## src/rtl/sram_sp.sv

```systemverilog
// Single-port storage array for the FIFO datapath.
// Synchronous write, combinational read, async clear.
module sram_sp #(
  parameter int DATA_WIDTH = 32,
  parameter int DEPTH      = 8,
  parameter int ADDR_WIDTH = $clog2(DEPTH)
) (
  input  logic                  clk,
  input  logic                  rst_n,
  input  logic [ADDR_WIDTH-1:0] addr_i,
  input  logic [DATA_WIDTH-1:0] wdata_i,
  input  logic                  we_i,
  output logic [DATA_WIDTH-1:0] rdata_o
);

  typedef logic [DATA_WIDTH-1:0] word_t;

  word_t mem_q [DEPTH];
  word_t mem_d [DEPTH];
  logic  in_range;

  generate
    if (DEPTH < 2 || DATA_WIDTH < 1) begin : g_param_chk
      $error("sram_sp: DEPTH must be >= 2 and DATA_WIDTH >= 1");
    end
  endgenerate

  // Addresses past the last word only exist for non-power-of-two depths
  assign in_range = ({1'b0, addr_i} < (ADDR_WIDTH+1)'(DEPTH));

  // Combinational read; out-of-range reads return zero, X address stays X
  assign rdata_o = in_range ? mem_q[addr_i] : '0;

  // Next-state of the array: only the addressed in-range word may change
  always_comb begin
    for (int i = 0; i < DEPTH; i++) begin
      mem_d[i] = mem_q[i];
      if (we_i && (addr_i == ADDR_WIDTH'(i))) begin
        mem_d[i] = wdata_i;
      end
    end
  end

  // Array state with asynchronous clear; reset discards any pending write
  always_ff @(posedge clk or negedge rst_n) begin
    if (!rst_n) begin
      for (int i = 0; i < DEPTH; i++) begin
        mem_q[i] <= '0;
      end
    end else begin
      for (int i = 0; i < DEPTH; i++) begin
        mem_q[i] <= mem_d[i];
      end
    end
  end

endmodule

```

## config.mk

```make
export PLATFORM = sky130hd
export DESIGN_NAME = sram_sp
export DESIGN_NICKNAME = d
export VERILOG_FILES = /design/src/rtl/sram_sp.sv
export SDC_FILE = /design/constraint.sdc
export NUM_CORES = 1
export LEC_CHECK = 0
export ABC_CLOCK_PERIOD_IN_PS = 1900
export BUFFER_PORTS_ARGS = -buffer_cell sky130_fd_sc_hd__buf_2
export CAP_MARGIN = 20
export CORE_MARGIN = 3
export CORE_UTILIZATION = 45
export DETAILED_ROUTE_END_ITERATION = 16
export PLACE_DENSITY = 0.73
export RECOVER_POWER = 25
export SYNTH_ARGS = -nofsm -noshare
export SYNTH_HDL_FRONTEND = slang
export SYNTH_SLANG_ARGS = --single-unit
```

## constraint.sdc

```tcl
create_clock -name clk -period 1.9 [get_ports clk]
set_input_delay 0.095 -clock clk [delete_from_list [all_inputs] [get_ports clk]]
set_output_delay 0.095 -clock clk [all_outputs]
set_load 0.05 [all_outputs]
```

==> flow_summary.toml <==
[yosys]
postSynthAreaPerCell_sq_um = 14.5
synthArstFlopShare_pct = 100
synth_top_family_by_area = "multiplexers"
synth-main-ff-cell = "dfrtp_1"
muxShareOfSynthArea_pct = 34.1
synth_top_area_share_pct = 55.6
yosys_warnings = 0
ys_ff_latch = 256
ys_seq_area_share_pct = 55.6
synth_largest_area_cell = "dfrtp_1"
synth_compound_area_share_pct = 5.57
synthXorXnorAreaFrac_pct = 0
synthSimpleGateAreaFrac_pct = 2.18
synthTopCellsByArea = "dfrtp_1 (56%), mux2_2 (30%), o22ai_1 (2.3%)"
synthDistinctLibCells = 33
synth_edf_count = 0
syn_area_sq_um = 11500
syn_nets = 833
synthAdderAreaFrac_pct = 0
syn-instance-count = 795

[critical_path]
r2r_setup_slack_ns = 1.12
endpoint_kind = "primary output"
arrival_ns = 1.73
required_ns = 1.80
critPathKind = "reg -> out"
path_max_fanout = 2
startpoint_type = "flip-flop"

[power]
pwr_density_cell_nw_per_um2 = 1110
leakagePower_nw = 5.99
ir_drop_uv = 909

[timing]
finalSetupViolations = 0
worst_slew_pin_slew_ns = 1.35
max_freq_ghz = 0.549
setup_tns_ns = 0
fin_skew_ns = 0
finalHoldViolations = 0
post-route-period-util_pct = 95.9
hold_ws_ns = 0.247
maxSlewViolCount = 0
setup_ws_ns = 0.0770
slew_headroom_pct = 9.87
min_period_ns = 1.82

[place]
hpwl_um = 17000
portBuffers = 69
dpl_worst_slack_ns = 0.195
place_inst = 1187
gp_congestion = 0.745

[hold_path]
hold_path.class = "in -> reg"

[clock_network]
htreeDepth = 1
clock_latency_ns = 0.52
clk_path_buf_depth = 3
clk_pin_slew_ns = 0.06
cts_buffers = 27
cts_sinks = 256
cts_tree = "done"
clk_root_buffer_cell = "clkbuf_16"

[grt]
grt_pass1_vias = 7609
antenna_found_initial = 0
grt_usage_pct = 19.3
grt_start_max_net_pins = 57
grt_pass1_wl_um = 43400
gr-total-overflow = 0

[layout]
multi_input_area_sq_um = 5010
drive_above_1_share_pct = 54.6
nets = 963
largest_register_ffs = 256
fillers = 2012
top_regs = "mem_q x256"
regMostFlops = "mem_q"
ff_latch_area_sq_um = 6410
areaGrowthSynthToFinish_pct = 20.7
diodes = 0
fin_cells = 1262

[detailed_routing]
drt-initial-drc-count = 368
detail_route.wl_per_cell_um = 21.0
drt-total-wl_um = 26500
dr_total_vias = 7112
first_pass_iters = 4
ant_nets = 0
viasPerCell = 5.64
drc = 0

[die]
design.core.area_sq_um = 24700
start_util_pct = 46.6
die_x_um = 166
die_h_um = 166
fp-row-count = 57
dieArea_sq_um = 27600
pin_count = 70

[run]
max-cap-violations = 0

[status]
status = "finished, final reports clean"
## metal layers
metal	global-route usage [%]	routed length (um)
met2	31.9	12800
met3	2.64	1000
met1	27.4	12200
met4	4.09	445
met5	0	0
## report_power, final
part	internal, mW	total [mW]	switching [mW]	leakage, nW
Clock	2.79	4.82	2.03	0.392
Sequential	6.66	7.22	0.567	3.07
Combinational	1.75	3.40	1.65	2.52
## cell usage after synthesis, types with 2 or more instances
cell	n
buf_2	35
buf_6	2
a211oi_1	18
mux2_1	5
a221oi_1	11
nand2b_1	4
mux2i_1	23
nor2b_1	3
nor2_2	4
or3b_2	2
mux2_2	310
o22ai_1	43
o221ai_1	2
nor2_1	15
a21oi_1	2
mux4_2	7
buf_4	7
dfrtp_1	256
clkbuf_1	8
o2bb2ai_1	11
nand3_1	3
nand2_1	12
inv_1	2
## final timing paths
path	cells past startpoint	from	end
min in group asynchronous	2	rst_n	mem_q[29]$_DFFE_PN0P_
max reg2reg	1	mem_q[136]$_DFFE_PN0P_	mem_q[136]$_DFFE_PN0P_
min reg2reg	1	mem_q[240]$_DFFE_PN0P_	mem_q[240]$_DFFE_PN0P_
max in group asynchronous	3	rst_n	mem_q[19]$_DFFE_PN0P_
max	4	mem_q[159]$_DFFE_PN0P_	rdata_o[31]
min	4	we_i	mem_q[133]$_DFFE_PN0P_
## placed cells by master, fill, tap and decap left out, types with 2 or more instances in the layout
master and n:
nor2_4 4, mux4_2 7, inv_1 2, clkbuf_1 6, o22ai_1 43, clkbuf_16 27, a211oi_2 16, o221ai_1 2
dlygate4sd3_1 33, a221oi_2 10, clkbuf_4 3, mux2_2 310, a211oi_1 2, buf_12 16, nor2b_1 3, mux2_1 5
clkinv_2 6, buf_6 2, buf_2 60, buf_4 39, mux2i_1 23, nand3_2 4, nor2_1 15, nand2b_1 4
clkbuf_8 2, or3b_2 2, nand2_1 12, o2bb2ai_1 11, dfrtp_1 256
## cell families after synthesis
kind of cell,count (synthesis)
flops,256
simple gates,50
compound gates,89
buf+inv,55
mux,345
## layout make-up
type | count | share of cell area, %
multi-input combinational | 484 | 36.0
sequential | 256 | 46.1
tap | 324 | 2.91
timing repair buffer | 154 | 9.30
clock inverter | 7 | 0.432
inverter | 2 | 0.0540
clock buffer | 35 | 5.22
## stage by stage
step	total power [mW]	instance area, sq um	utilization [%]
5_1_grt	16.2	13900	56.2
4_1_cts	15.6	13900	56.2
3_5_place_dp	10.7	12800	51.6
6_report	15.4	13900	56.2
2_1_floorplan	9.70	11700	-
3_3_place_gp	10.5	12800	51.6
## critical path: stages, from the launching register on
cell and delay, ns:
dfrtp_1 0.37, mux4_2 0.46, nand2_1 0.10, a21oi_1 0.08
buf_4 0.20
## what timing repair did
| action | in CTS | in global routing |
|---|---|---|
| setup buffers | 0 | 0 |
| gates cloned | 0 | 0 |
| hold buffers | 33 | 0 |
| setup endpoints to repair | 2 | 7 |
| pin swaps | 0 | 1 |
| resized for setup | 3 | 9 |
| hold endpoints to repair | 512 | 0 |
No activity file was read; power rests on OpenSTA's default activity.
